## src/rtl/rom_arbiter_pkg.sv

```systemverilog
// Shared widths, access-size codes and port identifiers for the ROM arbiter slice.
// Stands in for the femto.vh bus macros so every file sees one definition.
package rom_arbiter_pkg;

  localparam int BUS_WIDTH     = 32;
  localparam int BUS_ACC_WIDTH = 2;
  localparam int ROM_SIZE      = 1024;
  localparam int ROM_AW        = $clog2(ROM_SIZE);

  typedef logic [BUS_WIDTH-1:0]     bus_word_t;
  typedef logic [BUS_ACC_WIDTH-1:0] bus_acc_t;

  localparam bus_acc_t BUS_ACC_1B = 2'd0;
  localparam bus_acc_t BUS_ACC_2B = 2'd1;
  localparam bus_acc_t BUS_ACC_4B = 2'd2;

  localparam logic ROM_ARB_PORT_I = 1'b0;
  localparam logic ROM_ARB_PORT_D = 1'b1;

endpackage

```

## src/rtl/rom_arbiter_if.sv

```systemverilog
// femto bus: request fields flow master->slave, completion flows slave->master.
interface rom_arbiter_if
  import rom_arbiter_pkg::*;
#(
  parameter int AW = ROM_AW
);

  logic [AW-1:0] addr;
  logic          w_rb;
  bus_acc_t      acc;
  bus_word_t     wdata;
  logic          req;
  bus_word_t     rdata;
  logic          resp;
  logic          fault;

  modport master (
    output addr, w_rb, acc, wdata, req,
    input  rdata, resp, fault
  );

  modport slave (
    input  addr, w_rb, acc, wdata, req,
    output rdata, resp, fault
  );

endinterface

```

## src/rtl/rom_arb_pending.sv

```systemverilog
// Single-entry holding buffer for a request that lost arbitration.
// Only the valid flag is reset; the fields are meaningful only while valid.
module rom_arb_pending
  import rom_arbiter_pkg::*;
#(
  parameter int AW = ROM_AW
) (
  input  logic          clk,
  input  logic          rstn,
  input  logic          capture,
  input  logic          clear,
  input  logic [AW-1:0] addr,
  input  logic          w_rb,
  input  bus_acc_t      acc,
  input  bus_word_t     wdata,
  output logic          valid,
  output logic [AW-1:0] buf_addr,
  output logic          buf_w_rb,
  output bus_acc_t      buf_acc,
  output bus_word_t     buf_wdata
);

  always_ff @(posedge clk) begin
    if (!rstn) begin
      valid <= 1'b0;
    end else if (capture) begin
      valid <= 1'b1;
    end else if (clear) begin
      valid <= 1'b0;
    end
  end

  always_ff @(posedge clk) begin
    if (capture) begin
      buf_addr  <= addr;
      buf_w_rb  <= w_rb;
      buf_acc   <= acc;
      buf_wdata <= wdata;
    end
  end

endmodule

```

## src/rtl/rom_arbiter.sv

```systemverilog
// Round-robin arbiter sharing one ROM controller between the I-fetch and data buses.
// Grants combinationally, buffers one loser per port, routes resp via an owner register.
module rom_arbiter
  import rom_arbiter_pkg::*;
#(
  parameter int AW = ROM_AW
) (
  input  logic         clk,
  input  logic         rstn,
  rom_arbiter_if.slave  i_bus,
  rom_arbiter_if.slave  d_bus,
  rom_arbiter_if.master rom_bus
);

  logic          pi_v, pd_v;
  logic [AW-1:0] pi_addr, pd_addr;
  logic          pi_w_rb, pd_w_rb;
  bus_acc_t      pi_acc, pd_acc;
  bus_word_t     pi_wdata, pd_wdata;

  logic [AW-1:0] ci_addr, cd_addr;
  logic          ci_w_rb, cd_w_rb;
  bus_acc_t      ci_acc, cd_acc;
  bus_word_t     ci_wdata, cd_wdata;

  logic cand_i, cand_d;
  logic grant_i, grant_d, grant_any;
  logic last_grant;
  logic owner_v, owner_id;

  rom_arb_pending #(.AW(AW)) u_pend_i (
    .clk       (clk),
    .rstn      (rstn),
    .capture   (i_bus.req & ~pi_v & ~grant_i),
    .clear     (pi_v & grant_i),
    .addr      (i_bus.addr),
    .w_rb      (i_bus.w_rb),
    .acc       (i_bus.acc),
    .wdata     (i_bus.wdata),
    .valid     (pi_v),
    .buf_addr  (pi_addr),
    .buf_w_rb  (pi_w_rb),
    .buf_acc   (pi_acc),
    .buf_wdata (pi_wdata)
  );

  rom_arb_pending #(.AW(AW)) u_pend_d (
    .clk       (clk),
    .rstn      (rstn),
    .capture   (d_bus.req & ~pd_v & ~grant_d),
    .clear     (pd_v & grant_d),
    .addr      (d_bus.addr),
    .w_rb      (d_bus.w_rb),
    .acc       (d_bus.acc),
    .wdata     (d_bus.wdata),
    .valid     (pd_v),
    .buf_addr  (pd_addr),
    .buf_w_rb  (pd_w_rb),
    .buf_acc   (pd_acc),
    .buf_wdata (pd_wdata)
  );

  // A buffered entry shadows the live bus: a new req on a busy port is dropped.
  always_comb begin
    ci_addr  = pi_v ? pi_addr  : i_bus.addr;
    ci_w_rb  = pi_v ? pi_w_rb  : i_bus.w_rb;
    ci_acc   = pi_v ? pi_acc   : i_bus.acc;
    ci_wdata = pi_v ? pi_wdata : i_bus.wdata;
    cd_addr  = pd_v ? pd_addr  : d_bus.addr;
    cd_w_rb  = pd_v ? pd_w_rb  : d_bus.w_rb;
    cd_acc   = pd_v ? pd_acc   : d_bus.acc;
    cd_wdata = pd_v ? pd_wdata : d_bus.wdata;
  end

  assign cand_i    = pi_v | i_bus.req;
  assign cand_d    = pd_v | d_bus.req;
  assign grant_i   = cand_i & (~cand_d | (last_grant == ROM_ARB_PORT_D));
  assign grant_d   = cand_d & ~grant_i;
  assign grant_any = grant_i | grant_d;

  always_comb begin
    rom_bus.req   = rstn & grant_any;
    rom_bus.addr  = '0;
    rom_bus.w_rb  = 1'b0;
    rom_bus.acc   = '0;
    rom_bus.wdata = '0;
    if (grant_i) begin
      rom_bus.addr  = ci_addr;
      rom_bus.w_rb  = ci_w_rb;
      rom_bus.acc   = ci_acc;
      rom_bus.wdata = ci_wdata;
    end else if (grant_d) begin
      rom_bus.addr  = cd_addr;
      rom_bus.w_rb  = cd_w_rb;
      rom_bus.acc   = cd_acc;
      rom_bus.wdata = cd_wdata;
    end
  end

  // Owner tracks the one access in flight; a faulted grant never gets a resp.
  always_ff @(posedge clk) begin
    if (!rstn) begin
      owner_v    <= 1'b0;
      last_grant <= ROM_ARB_PORT_D;
    end else begin
      owner_v <= rom_bus.req & ~rom_bus.fault;
      if (grant_any) begin
        last_grant <= grant_d ? ROM_ARB_PORT_D : ROM_ARB_PORT_I;
      end
    end
  end

  always_ff @(posedge clk) begin
    if (grant_any) begin
      owner_id <= grant_d ? ROM_ARB_PORT_D : ROM_ARB_PORT_I;
    end
  end

  assign i_bus.fault = rstn & rom_bus.fault & grant_i;
  assign d_bus.fault = rstn & rom_bus.fault & grant_d;
  assign i_bus.resp  = rstn & rom_bus.resp & owner_v & (owner_id == ROM_ARB_PORT_I);
  assign d_bus.resp  = rstn & rom_bus.resp & owner_v & (owner_id == ROM_ARB_PORT_D);
  assign i_bus.rdata = rom_bus.rdata;
  assign d_bus.rdata = rom_bus.rdata;

endmodule

```

## src/flat_wrapper.sv

```systemverilog
// flat-port wrapper written by rule: the top's interface ports become plain ports
module rom_arbiter_flat import rom_arbiter_pkg::*;
#(
  parameter int AW = ROM_AW
)
  (clk, rstn, i_bus_addr, i_bus_w_rb, i_bus_acc, i_bus_wdata, i_bus_req, i_bus_rdata, i_bus_resp, i_bus_fault, d_bus_addr, d_bus_w_rb, d_bus_acc, d_bus_wdata, d_bus_req, d_bus_rdata, d_bus_resp, d_bus_fault, rom_bus_addr, rom_bus_w_rb, rom_bus_acc, rom_bus_wdata, rom_bus_req, rom_bus_rdata, rom_bus_resp, rom_bus_fault);
  rom_arbiter_if #(.AW(AW)) i_bus_i ();
  rom_arbiter_if #(.AW(AW)) d_bus_i ();
  rom_arbiter_if #(.AW(AW)) rom_bus_i ();
  input  logic clk;
  input  logic rstn;
  input wire logic [$bits(i_bus_i.addr)-1:0] i_bus_addr;
  input wire logic [$bits(i_bus_i.w_rb)-1:0] i_bus_w_rb;
  input wire logic [$bits(i_bus_i.acc)-1:0] i_bus_acc;
  input wire logic [$bits(i_bus_i.wdata)-1:0] i_bus_wdata;
  input wire logic [$bits(i_bus_i.req)-1:0] i_bus_req;
  output wire logic [$bits(i_bus_i.rdata)-1:0] i_bus_rdata;
  output wire logic [$bits(i_bus_i.resp)-1:0] i_bus_resp;
  output wire logic [$bits(i_bus_i.fault)-1:0] i_bus_fault;
  input wire logic [$bits(d_bus_i.addr)-1:0] d_bus_addr;
  input wire logic [$bits(d_bus_i.w_rb)-1:0] d_bus_w_rb;
  input wire logic [$bits(d_bus_i.acc)-1:0] d_bus_acc;
  input wire logic [$bits(d_bus_i.wdata)-1:0] d_bus_wdata;
  input wire logic [$bits(d_bus_i.req)-1:0] d_bus_req;
  output wire logic [$bits(d_bus_i.rdata)-1:0] d_bus_rdata;
  output wire logic [$bits(d_bus_i.resp)-1:0] d_bus_resp;
  output wire logic [$bits(d_bus_i.fault)-1:0] d_bus_fault;
  output wire logic [$bits(rom_bus_i.addr)-1:0] rom_bus_addr;
  output wire logic [$bits(rom_bus_i.w_rb)-1:0] rom_bus_w_rb;
  output wire logic [$bits(rom_bus_i.acc)-1:0] rom_bus_acc;
  output wire logic [$bits(rom_bus_i.wdata)-1:0] rom_bus_wdata;
  output wire logic [$bits(rom_bus_i.req)-1:0] rom_bus_req;
  input wire logic [$bits(rom_bus_i.rdata)-1:0] rom_bus_rdata;
  input wire logic [$bits(rom_bus_i.resp)-1:0] rom_bus_resp;
  input wire logic [$bits(rom_bus_i.fault)-1:0] rom_bus_fault;
  assign i_bus_i.addr = i_bus_addr;
  assign i_bus_i.w_rb = i_bus_w_rb;
  assign i_bus_i.acc = i_bus_acc;
  assign i_bus_i.wdata = i_bus_wdata;
  assign i_bus_i.req = i_bus_req;
  assign i_bus_rdata = i_bus_i.rdata;
  assign i_bus_resp = i_bus_i.resp;
  assign i_bus_fault = i_bus_i.fault;
  assign d_bus_i.addr = d_bus_addr;
  assign d_bus_i.w_rb = d_bus_w_rb;
  assign d_bus_i.acc = d_bus_acc;
  assign d_bus_i.wdata = d_bus_wdata;
  assign d_bus_i.req = d_bus_req;
  assign d_bus_rdata = d_bus_i.rdata;
  assign d_bus_resp = d_bus_i.resp;
  assign d_bus_fault = d_bus_i.fault;
  assign rom_bus_addr = rom_bus_i.addr;
  assign rom_bus_w_rb = rom_bus_i.w_rb;
  assign rom_bus_acc = rom_bus_i.acc;
  assign rom_bus_wdata = rom_bus_i.wdata;
  assign rom_bus_req = rom_bus_i.req;
  assign rom_bus_i.rdata = rom_bus_rdata;
  assign rom_bus_i.resp = rom_bus_resp;
  assign rom_bus_i.fault = rom_bus_fault;
  rom_arbiter #(.AW(AW)) u_core (.clk(clk), .rstn(rstn), .i_bus(i_bus_i), .d_bus(d_bus_i), .rom_bus(rom_bus_i));
endmodule
```

## config.mk

```make
export PLATFORM = sky130hd
export DESIGN_NAME = rom_arbiter_flat
export DESIGN_NICKNAME = d
export VERILOG_FILES = /design/src/rtl/rom_arbiter_pkg.sv /design/src/rtl/rom_arbiter_if.sv /design/src/rtl/rom_arb_pending.sv /design/src/rtl/rom_arbiter.sv /design/src/flat_wrapper.sv
export SDC_FILE = /design/constraint.sdc
export NUM_CORES = 1
export LEC_CHECK = 0
export BUFFER_PORTS_ARGS = -buffer_cell sky130_fd_sc_hd__buf_2
export CAP_MARGIN = 20
export CORE_AREA = 2 2 106 118
export CTS_BUF_LIST = sky130_fd_sc_hd__clkbuf_8
export DETAILED_ROUTE_END_ITERATION = 16
export DIE_AREA = 0 0 108 120
export GPL_TIMING_DRIVEN = 0
export PLACE_DENSITY_LB_ADDON = 0.12
export SLEW_MARGIN = 20
export SYNTH_ARGS = -nofsm -noshare
export SYNTH_HDL_FRONTEND = slang
export SYNTH_SLANG_ARGS = --single-unit
```

## constraint.sdc

```tcl
create_clock -name clk -period 2.35 [get_ports clk]
set_clock_uncertainty 0.15 [all_clocks]
set_input_delay 0.1175 -clock clk [delete_from_list [all_inputs] [get_ports clk]]
set_output_delay 0.1175 -clock clk [all_outputs]
set_load 0.005 [all_outputs]
```

Yosys cells after proc, flatten, opt, wreduce, memory -nomap -nowiden
Index checks and enable logic that the tools add are counted.
{"block": "totals", "reg_bits": 95, "word_cells": 64}
{"block": "op_classes", "n_mux": 21, "reduce_logical": 2, "n_bitwise": 28}
{"cell": "$mux 32", "count": 4}
{"cell": "$mux 10", "count": 4}
{"cell": "$and 1x1->1", "count": 17}
{"cell": "$mux 1", "count": 9}
{"cell": "$mux 2", "count": 4}
{"cell": "$not 1->1", "count": 7}
{"cell": "$or 1x1->1", "count": 4}
{"cell": "$reduce_bool 2->1", "count": 2}

Longest topological paths before layout
Gate-level depths: netlist of run 1.
{"block": "logic_depth", "ltp_word": 9, "ltp_mapped": 6}

Modules after synthesis
A second synthesis of run 1 with hierarchy kept.
{"block": "unflattened", "hier_cells": 442, "area_unflattened_um2": 5103.6}
{"module": "rom_arb_pending", "seq_area_each_um2": 1371.3, "area_per_inst_um2": 1392.6, "cells_per_inst": 48, "instances": 2}
{"module": "rom_arbiter", "seq_area_each_um2": 70.1, "area_per_inst_um2": 2318.5, "cells_per_inst": 346, "instances": 1}

Least setup slack after synthesis of run 1
No wires, ideal clock.
{"block": "synth_path", "path_kind": "flip-flop to flip-flop", "start": "register u_core.u_pend_d.valid", "end": "register u_core.u_pend_i.buf_acc[0] (enable)", "required_ns": 1.793, "period_less_slack_ns": 2.572, "setup_ns": 0.407, "arrival_time_ns": 2.015, "slack_ns": -0.222, "path_buffers": 2, "path_stages_with_launch": 5, "cell_sequence": "dfxtp_1 -> buf_6 -> o21ba_4 -> clkbuf_1 -> and3b_1"}
{"block": "synth_via", "elab_chain_len": 6}
{"element": "start, declared", "line_no": "rom_arb_pending.sv:16", "text": "output logic valid,"}
{"element": "start signal, assigned", "line_no": "rom_arb_pending.sv:25", "text": "valid <= 1'b0;"}
{"element": "start signal, assigned", "line_no": "rom_arb_pending.sv:27", "text": "valid <= 1'b1;"}
{"element": "start signal, assigned", "line_no": "rom_arb_pending.sv:29", "text": "valid <= 1'b0;"}
{"element": "$or 1x1->1", "line_no": "rom_arbiter.sv:76", "text": "assign cand_d = pd_v | d_bus.req;"}
{"element": "$not 1->1", "line_no": "rom_arbiter.sv:77", "text": "assign grant_i = cand_i & (~cand_d | (last_grant == ROM_ARB_PORT_D));"}
{"element": "$or 1x1->1", "line_no": "rom_arbiter.sv:77"}
{"element": "$and 1x1->1", "line_no": "rom_arbiter.sv:77"}
{"element": "$not 1->1", "line_no": "rom_arbiter.sv:34", "text": ".capture (i_bus.req & ~pi_v & ~grant_i),"}
{"element": "$and 1x1->1", "line_no": "rom_arbiter.sv:34"}
{"element": "via u_core.u_pend_i.capture", "line_no": "rom_arb_pending.sv:10", "text": "input logic capture,"}
{"element": "end signal, assigned", "line_no": "rom_arb_pending.sv:37", "text": "buf_acc <= acc;"}
{"element": "end, declared", "line_no": "rom_arb_pending.sv:19", "text": "output bus_acc_t buf_acc,"}
The timed path passes the listed nets, and every way through them passes these cells.
A chain may end at the register's enable or synchronous reset.

Worst setup path in the final report of run 1
{"block": "layout_path", "start": "register u_core.u_pend_d.valid", "end": "output port rom_bus_wdata[10]"}
{"block": "layout_via", "elab_chain_len": 8}
{"element": "$or 1x1->1", "line_no": "rom_arbiter.sv:76"}
{"element": "$not 1->1", "line_no": "rom_arbiter.sv:77"}
{"element": "$or 1x1->1", "line_no": "rom_arbiter.sv:77"}
{"element": "$and 1x1->1", "line_no": "rom_arbiter.sv:77"}
{"element": "$not 1->1", "line_no": "rom_arbiter.sv:78", "text": "assign grant_d = cand_d & ~grant_i;"}
{"element": "$and 1x1->1", "line_no": "rom_arbiter.sv:78"}
{"element": "$mux 32", "line_no": "rom_arbiter.sv:92", "text": "end else if (grant_d) begin"}
{"element": "$mux 32 (*)", "line_no": "rom_arbiter.sv:87", "text": "if (grant_i) begin"}
{"element": "end, declared", "line_no": "flat_wrapper.sv:31", "text": "output wire logic [$bits(rom_bus_i.wdata)-1:0] rom_bus_wdata;"}
Mark *: on every way between the ends. The rest lies on a longest branch, timed or not.

==> metrics.md, run 1 <==
| Metric | Value |
|---|---|
| Status | `finished clean` |
| Synth top area cells | `edfxtp_1 54%, buf_4 9.5%, a2111oi_0 6.9%` |
| CP Data Required Time | `2.08 ns` |
| H-tree levels | `3` |
| CTS root buffer | `clkbuf_8` |
| Crit path capture type | `output pin` |
| Hold crit path type | `input port to register` |
| Synthesized area | `5080 µm²` |
| Final WL | `15,000 µm` |
| CP Class | `register to output pin` |
| Pleak | `3.08 nW` |
| Initial core utilization | `42.9%` |
| Core area | `11,800 µm²` |
| Seq/Total Area, Yosys | `55.4%` |
| Worst-Skew Late Latency | `0.36 ns` |
| Commonest non-fill, non-tap cell in the layout | `buf_2` |
| Met1 Usage GRT | `26.4%` |
| I/O pin cnt | `242` |
| Startpoint types | `register` |
| P_int | `3.10 mW` |
| Unrepaired setup endpoints after global routing | `true` |
| Mapped Cells | `435` |
| ANT cells | `0` |
| PwrDens | `538 nW/µm²` |
| Clk slew on worst S/H paths | `0.09 ns` |
| RR Endpoint | `u_core.u_pend_i.buf_acc[0]` |
| Via density | `5.05` |
| Crit path arrival time | `2.01 ns` |
| Most frequent cells in the layout | `211 x buf_2, 94 x dlygate4sd3_1, 91 x edfxtp_1, 64 x buf_4, 41 x nand2_1` |
| Clock Tree Buf Depth | `2` |
| WL/cell | `16.6 µm` |
| Switching power total | `0.969 mW` |
| Placed cell areas | `6310 µm²` |
| Post-DP HPWL | `9990 µm` |
| TNS Setup | `0 ns` |
| Crit path max fanout | `10` |
| Asr flop ratio synth | `0%` |
| Warnings from Yosys | `0` |
| Initial antenna violation count | `0` |
| Relative slew slack | `48.1%` |
| # setup viols final | `0` |
| Total congestion overflow | `0` |
| HP Start | `d_bus_req` |
| Row count | `42` |
| First-pass GRT wire length | `22,700 µm` |
| Clk pwr share | `30.9%` |
| Synthesized flop and latch total | `95` |
| Post-route ant nets | `0` |
| CTS tree | `built` |
| Max-slew violations | `0` |
| Layout area overhead | `48.8%` |
| Tightest Pin Transition | `0.779 ns` |
| GP Congestion | `0.793` |
| Yosys top cell area share | `53.8%` |
| Largest net degree at the start of global routing | `46` |
| Layout cell share with drive strength beyond 1 | `42.6%` |
| Post-synth top area cell | `edfxtp_1` |
| Total CTS buffers | `9` |
| Most used routing layer | `met2` |
| Max cap viols | `0` |
| Net Sw Frac | `23.8%` |
| Clock sinks | `95` |
| FF-to-FF path depth | `3` |
| Period Utilization, post-route | `96.8%` |
| Die height | `120 µm` |
| Synth Flop Type | `edfxtp_1` |
| Final #Nets | `876` |
| Design area | `7550 µm²` |
| Distinct cells, synth | `29` |
| Fin crit period | `2.27 ns` |
| Combinational Power Share | `21.2%` |
| Seq pwr share | `47.9%` |
| Upper clock frequency limit | `0.440 GHz` |
| Net Count, Synth | `563` |
| Die area | `13,000 µm²` |
| 1st-pass router iterations | `4` |
| Met2 Usage GRT | `41.5%` |
| DRC | `0` |
| VDD IR max | `0.392 mV` |
| Vias in the first global route | `4,617` |
| Initial drt markers | `167` |
| Vias after detailed routing | `4,582` |
| Setup slack, reg-to-reg | `0.10 ns` |
| Grt met3 use | `5.00%` |
| Number of flops mapped to enable cells by yosys | `91` |
| Die Wd | `108 µm` |
| Final hold violations | `0` |
| Synthesized area per cell | `11.7 µm²` |
| Hold path depth | `2` |
| GR Util All Layers | `22.8%` |
| Hold endpoint | `u_core.owner_id` |
| Port Buffer Count | `208` |
| RR Startpoint | `u_core.u_pend_i.valid` |
==> timing repair <==
action	CTS	global route
hold buffers	94	0
gates resized for setup	15	33
setup buffers	0	0
cloned	0	0
setup endpoints to repair	130	34
hold endpoints to repair	95	0
==> worst max path at each step <==
stage          cells after the start  slack [ns]                            end                  start
4_1_cts                            5       0.002                rom_bus_addr[0]  u_core.u_pend_i.valid
5_1_grt                            5      -0.004              rom_bus_wdata[18]  u_core.u_pend_i.valid
2_1_floorplan                      4        0.26     u_core.u_pend_i.buf_acc[0]  u_core.u_pend_d.valid
3_5_place_dp                       3       -0.28  u_core.u_pend_d.buf_wdata[11]  u_core.u_pend_i.valid
6_report                           6        0.08              rom_bus_wdata[10]  u_core.u_pend_d.valid
3_3_place_gp                       4       -0.25  u_core.u_pend_i.buf_wdata[12]  u_core.u_pend_d.valid
==> state kept, by name, indices dropped and copies added (netlist names) <==
signal                     cells
u_core.last_grant              1
u_core.owner_id                1
u_core.owner_v                 1
u_core.u_pend_d.buf_acc        2
u_core.u_pend_d.buf_addr      10
u_core.u_pend_d.buf_w_rb       1
u_core.u_pend_d.buf_wdata     32
u_core.u_pend_d.valid          1
u_core.u_pend_i.buf_acc        2
u_core.u_pend_i.buf_addr      10
u_core.u_pend_i.buf_w_rb       1
u_core.u_pend_i.buf_wdata     32
u_core.u_pend_i.valid          1
==> synth_stat cells, drive strengths merged (2+ instances only) <==
library cell  count
clkbuf           28
a22oi             5
and2b             4
a31oi            40
edfxtp           91
nor2b            38
and2              2
nor2              7
mux2i            10
buf              73
nand2            41
dfxtp             4
a2111oi          40
nand3b           40
o21ai             2
==> cell type report <==
type	count	area (µm²)
fill	955	4270
sequential	95	2810
timing repair buffer	302	1980
multi-input combinational	238	1650
buffer	101	687
tap	154	193
clock buffer	9	124
clock inverter	7	106
inverter	1	3.75
==> cell families (layout without fill, tap and decap cells) <==
family          after synthesis  in the layout  share of synthesized area, %
simple gates                139            139                          16.2
buf+inv                     102            420                          13.2
flops                        95             95                          55.4
compound gates               89             89                          13.2
mux                          10             10                          1.97
==> per-layer routing <==
layer  up-vias  share of wire, %
li1       2208                 -
met1      2159                38
met2       197                53
met3        18               7.5
met4         0               1.3
met5         -                 0
==> worst max-delay path, stage by stage (launching register included) <==
cell       delay [ns]
dfxtp_1          0.32
buf_6            0.14
o21ba_4          0.26
clkbuf_2         0.20
a2111oi_0        0.44
a31oi_1          0.13
buf_2            0.16
==> through the flow <==
step	power [mW]	hold slack, ns	util, %	std cells	worst slack [ns]
after global placement	2.70	0.148	53.4	797	-0.254
after CTS	4.09	0.102	63.5	907	0.00199
after global routing	4.24	0.109	63.9	907	-0.00354
after detailed placement	2.71	0.154	53.4	797	-0.282
final	4.06	0.114	63.9	907	0.0759
after floorplan	2.36	0.0294	-	435	0.255
==> power by group through the flow <==
stage               clock [mW]  sequential, mW  combinational [mW]
detailed placement           0            1.99               0.719
CTS                       1.29            1.95               0.848
global route              1.35            1.95               0.941
global placement             0            1.98               0.713
floorplan                    0            1.98               0.384
finish                    1.26            1.95               0.861
(Power assumes the default switching activity.)
==> run 2: changes to the inputs <==
SYNTH_HIERARCHICAL = 1   (was not set)
==> metrics.md, run 2 <==
| Metric | Value |
|---|---|
| Synthesized flop and latch total | `95` |
| Worst hold slack | `0.0276 ns` |
| Startpoint types | `register` |
| Worst-Skew Late Latency | `0.36 ns` |
| Initial drt markers | `203` |
| Commonest non-fill, non-tap cell in the layout | `buf_2` |
| ANT cells | `0` |
| Synth top area cells | `edfxtp_1 54%, buf_4 9.4%, a2111oi_0 7.0%` |
| GR Util All Layers | `24.1%` |
| Clock Tree Buf Depth | `2` |
| VDD IR max | `0.365 mV` |
| CP Data Required Time | `2.08 ns` |
| GP Congestion | `0.770` |
| Failing checks | `negative setup slack` |
| CTS tree | `built` |
| Clk slew on worst S/H paths | `0.09 ns` |
| Final hold violations | `0` |
| 1st-pass router iterations | `4` |
| Status | `finished with violations` |
| Period Utilization, post-route | `101%` |
| Post-CTS Setup Inserts | `0` |
| Design area | `7710 µm²` |
| Warnings from Yosys | `6` |
| WL/cell | `17.3 µm` |
| Max cap viols | `0` |
| CP Class | `register to output pin` |
| Initial core utilization | `43.2%` |
| Number of flops mapped to enable cells by yosys | `91` |
| Die Wd | `108 µm` |
| Post-route ant nets | `0` |
| Port Buffer Count | `208` |
| Most frequent cells in the layout | `213 x buf_2, 93 x dlygate4sd3_1, 91 x edfxtp_1, 65 x buf_4, 44 x nor2b_1` |
| Yosys top cell area share | `53.5%` |
| I/O pin cnt | `242` |
| Place WS | `-0.374 ns` |
| Hold crit path type | `input port to register` |
| Core area | `11,800 µm²` |
| Synthesized area per cell | `11.5 µm²` |
| Max-slew violations | `0` |
| Die area | `13,000 µm²` |
| Upper clock frequency limit | `0.422 GHz` |
| Distinct cells, synth | `26` |
| Crit path max fanout | `11` |
| Seq/Total Area, Yosys | `55.1%` |
| Layout cell share with drive strength beyond 1 | `45.0%` |
| Layout area overhead | `51.1%` |
| Vias in the first global route | `4,810` |
| CTS root buffer | `clkbuf_8` |
| Net Count, Synth | `570` |
| Via density | `5.13` |
| Clock sinks | `95` |
| Final WL | `15,800 µm` |
| Pleak | `3.12 nW` |
| Synthesized area | `5100 µm²` |
| Final WS setup | `-0.0194 ns` |
| Initial antenna violation count | `0` |
| Crit path arrival time | `2.10 ns` |
| Total CTS buffers | `9` |
| PwrDens | `533 nW/µm²` |
| Relative slew slack | `64.4%` |
| Most frequent cells after synthesis | `91 x edfxtp_1, 64 x buf_4, 44 x nor2b_1` |
| Post-synth top area cell | `edfxtp_1` |
| H-tree levels | `3` |
| DRC | `0` |
| Most common cell in the netlist | `edfxtp_1` |
| # fillers | `936` |
| Vias after detailed routing | `4,701` |
| Placed cell areas | `6390 µm²` |
| Synth Flop Type | `edfxtp_1` |
| Post-DP HPWL | `10,700 µm` |
| Reg area | `2810 µm²` |
| Fin crit period | `2.37 ns` |
| Final #Nets | `885` |
| Die height | `120 µm` |
| Area of the multi-input gates | `1770 µm²` |
| Row count | `42` |
| Final Power | `4.11 mW` |
| Tightest Pin Transition | `0.535 ns` |
| Largest registers | `u_core/u_pend_d/buf_wdata (32), u_core/u_pend_i/buf_wdata (32)` |
| Unrepaired setup endpoints after global routing | `true` |
| Largest net degree at the start of global routing | `24` |
| First-pass GRT wire length | `24,000 µm` |
| Asr flop ratio synth | `0%` |
| # setup viols final | `1` |
| Crit path capture type | `output pin` |
| Total congestion overflow | `0` |
| Mapped Cells | `442` |
## run 2: cell count changes after synthesis, sizes merged, moves of 2 or more
| cell | delta |
|---|---|
| and2b | -4 |
| buf | +2 |
| mux2i | -2 |
| nor2b | +8 |
| o21a | +2 |
## run 2: routing by layer
metal | vias to the layer above | global-route usage [%] | routed length, µm | part of all wire (%)
li1 | 2234 | - | - | -
met1 | 2256 | 27.7 | 6110 | 39
met2 | 192 | 44.5 | 8500 | 54
met3 | 19 | 3.69 | 948 | 6.0
met4 | 0 | 9.13 | 245 | 1.6
met5 | - | 0 | 0 | 0
## run 2: what timing repair did
action | 4_1_cts | 5_1_grt
endpoints found under the setup margin | 117 | 36
endpoints found under the hold margin | 95 | 0
cloned | 1 | 0
hold buffers | 93 | 0
gates resized for setup | 35 | 52
## run 2: layout make-up
| type | instances | share of cell area, % |
|---|---|---|
| flip-flops and latches | 95 | 36.5 |
| repair buffers | 303 | 26.3 |
| multi-input cells | 244 | 23.0 |
| plain buffers | 103 | 9.17 |
| well taps | 154 | 2.50 |
| clock buffers | 10 | 1.78 |
| clock inverters | 6 | 0.779 |
| inverters | 1 | 0.0487 |
## run 2: final timing paths
check / from / to / slack [ns] / cells after the start
worst max-delay path: u_core/u_pend_d/valid / rom_bus_wdata[28] / -0.02 / 6
worst min-delay path: d_bus_req / u_core/owner_id / 0.03 / 3
worst max register to register: u_core/last_grant / u_core/u_pend_i/buf_wdata[14] / 0.15 / 4
worst min register to register: u_core/last_grant / u_core/last_grant / 0.42 / 2
## run 2: per-stage QoR
stage,std cells,setup TNS [ns],utilization (%)
6_report,916,-0.0194,65.2
5_1_grt,916,-0.223,65.2
4_1_cts,916,-0.0294,64.3
3_5_place_dp,806,-21.90,54.1
2_1_floorplan,442,0,-
3_3_place_gp,804,-33.57,53.6
## run 2: kinds of logic (layout without fill, tap and decap cells)
kind of cell | Yosys count | in the layout | share of synthesized area (%)
AO/OA/AOI/OAI | 90 | 90 | 13.2
flip-flops | 95 | 95 | 55.1
AND/OR/NAND/NOR | 145 | 146 | 16.7
buffers and inverters | 104 | 423 | 13.4
multiplexers | 8 | 8 | 1.57
## run 2: report_power, final
group	internal [mW]	leakage [nW]	switching (mW)	total, mW
sequential	1.94	0.871	0.0212	1.96
combinational	0.555	2.15	0.500	1.06
clock	0.516	0.0981	0.577	1.09
## run 2: critical path: stages, from the launching register on
cell and delay (ns):
dfxtp_1 0.34, o21ba_1 0.19, buf_2 0.20, clkbuf_2 0.28, a2111oi_0 0.50, a31oi_1 0.10, buf_2 0.15
==> run 3: changes to the inputs <==
clock period = 1.9 ns   (was 2.35 ns; I/O delays follow)
==> metrics.md, run 3 (synthesized netlist as in run 2, its figures left out) <==
| Metric | Value |
|---|---|
| Status | `finished with violations` |
| Failing checks | `negative setup slack` |
| Initial antenna violation count | `0` |
| Combinational Power Share | `32.5%` |
| Crit path capture type | `output pin` |
| Initial drt markers | `256` |
| Period Utilization, post-route | `110%` |
| HP Start | `i_bus_req` |
| Post-route ant nets | `0` |
| Worst-Skew Late Latency | `0.37 ns` |
| Max cap viols | `0` |
| PwrDens | `621 nW/µm²` |
| Total congestion overflow | `0` |
| 1st-pass router iterations | `5` |
| Clk slew on worst S/H paths | `0.09 ns` |
| P_int | `3.94 mW` |
| Die area | `13,000 µm²` |
| Dpl cells | `804` |
| VDD IR max | `0.492 mV` |
| WL/cell | `19.7 µm` |
| Crit path launch | `u_core/u_pend_i/valid` |
| Startpoint types | `register` |
| Final Power | `5.53 mW` |
| Final WL | `18,200 µm` |
| Net Sw Frac | `28.9%` |
| CTS tree | `built` |
| Port Buffer Count | `208` |
| Layout area overhead | `74.5%` |
| Tightest Pin Transition | `0.525 ns` |
| CP Class | `register to output pin` |
| Vias after detailed routing | `4,900` |
| Final WS setup | `-0.185 ns` |
| CP Data Required Time | `1.65 ns` |
| Util after Layout | `75.3%` |
| Clk pwr share | `23.3%` |
| # setup viols final | `47` |
| Seq pwr share | `44.2%` |
| GR Util All Layers | `25.3%` |
| Switching power total | `1.60 mW` |
| Pleak | `3.39 nW` |
| Commonest non-fill, non-tap cell in the layout | `buf_2` |
| Crit path max fanout | `10` |
| H-tree levels | `3` |
| Unrepaired setup endpoints after global routing | `true` |
| Total CTS buffers | `9` |
| Vias in the first global route | `4,831` |
| Most frequent cells in the layout | `206 x buf_2, 93 x dlygate4sd3_1, 91 x edfxtp_1, 74 x buf_4, 43 x nor2b_1` |
| Clock sinks | `95` |
| DRC | `0` |
| GP Congestion | `0.767` |
| First-pass GRT wire length | `24,900 µm` |
| Final #Nets | `897` |
| Max-slew violations | `0` |
| Final hold violations | `0` |
| Fin crit period | `2.08 ns` |
| Post-DP HPWL | `10,500 µm` |
| Final Instance Count excl. Fillers | `928` |
| ANT cells | `0` |
| Via density | `5.28` |
| Initial core utilization | `43.2%` |
| Core area | `11,800 µm²` |
| TNS Setup | `-5.54 ns` |
| Largest net degree at the start of global routing | `24` |
| Layout cell share with drive strength beyond 1 | `53.4%` |
| CTS root buffer | `clkbuf_8` |
| Clock Tree Buf Depth | `2` |
| Die height | `120 µm` |
| Upper clock frequency limit | `0.480 GHz` |
| Largest registers | `u_core/u_pend_d/buf_wdata (32), u_core/u_pend_i/buf_wdata (32)` |
| I/O pin cnt | `242` |
| Crit path arrival time | `1.84 ns` |
| Hold crit path type | `input port to register` |
| Relative slew slack | `65.0%` |
| RR Startpoint | `u_core/u_pend_d/valid` |
| Die Wd | `108 µm` |
| Row count | `42` |
[run 3: timing repair]
| item | 4_1_cts | 5_1_grt |
|---|---|---|
| resized for setup | 140 | 102 |
| pin swaps | 4 | 12 |
| hold buffers | 93 | 0 |
| cloned | 3 | 8 |
| setup endpoints to repair | 140 | 128 |
| hold endpoints to repair | 96 | 0 |
| setup buffers | 1 | 5 |
[run 3: metrics by stage]
stage          cell area, µm²  setup WS [ns]  hold WS (ns)
3_5_place_dp             6350         -0.551         0.135
5_1_grt                  8910         -0.236        0.0302
3_3_place_gp             6350         -0.519         0.135
4_1_cts                  7980         -0.183       0.00339
6_report                 8910         -0.185        0.0400
2_1_floorplan            5120        0.00614        0.0166
[run 3: cell type report]
type / instances / area [µm²]
clock buffer: 9 / 124
clock inverter: 7 / 53.8
timing repair buffer: 312 / 2170
fill: 774 / 2920
inverter: 1 / 3.75
tap: 154 / 193
multi-input combinational: 249 / 2720
buffer: 101 / 828
sequential: 95 / 2820
[run 3: worst max-delay path, cell delays in order (launching register included)]
cell and delay (ns):
dfxtp_4 0.46, nor2_4 0.10, clkbuf_8 0.22, a2111oi_2 0.50
a31oi_4 0.05, buf_2 0.14
[run 3: metal layers]
metal	vias up	GRT usage [%]	wire, µm
met5	-	0	0
met2	232	45.6	9620
met3	24	4.18	1190
met1	2371	30.2	7060
met4	0	8.89	381
li1	2273	-	-
[run 3: worst paths after layout]
check / end / cells after the start / slack [ns]
max: rom_bus_wdata[25] / 5 / -0.18
min: u_core/owner_id / 2 / 0.04
min reg2reg: u_core/last_grant / 2 / 0.42
max reg2reg: u_core/u_pend_d/buf_addr[6] / 3 / 0.03
[run 3: power by group through the flow]
stage,clock (mW),combinational (mW),sequential (mW)
finish,1.29,1.80,2.45
global route,1.39,1.91,2.45
CTS,1.31,1.41,2.43
detailed placement,0,1.07,2.48
global placement,0,1.05,2.47
floorplan,0,0.583,2.47
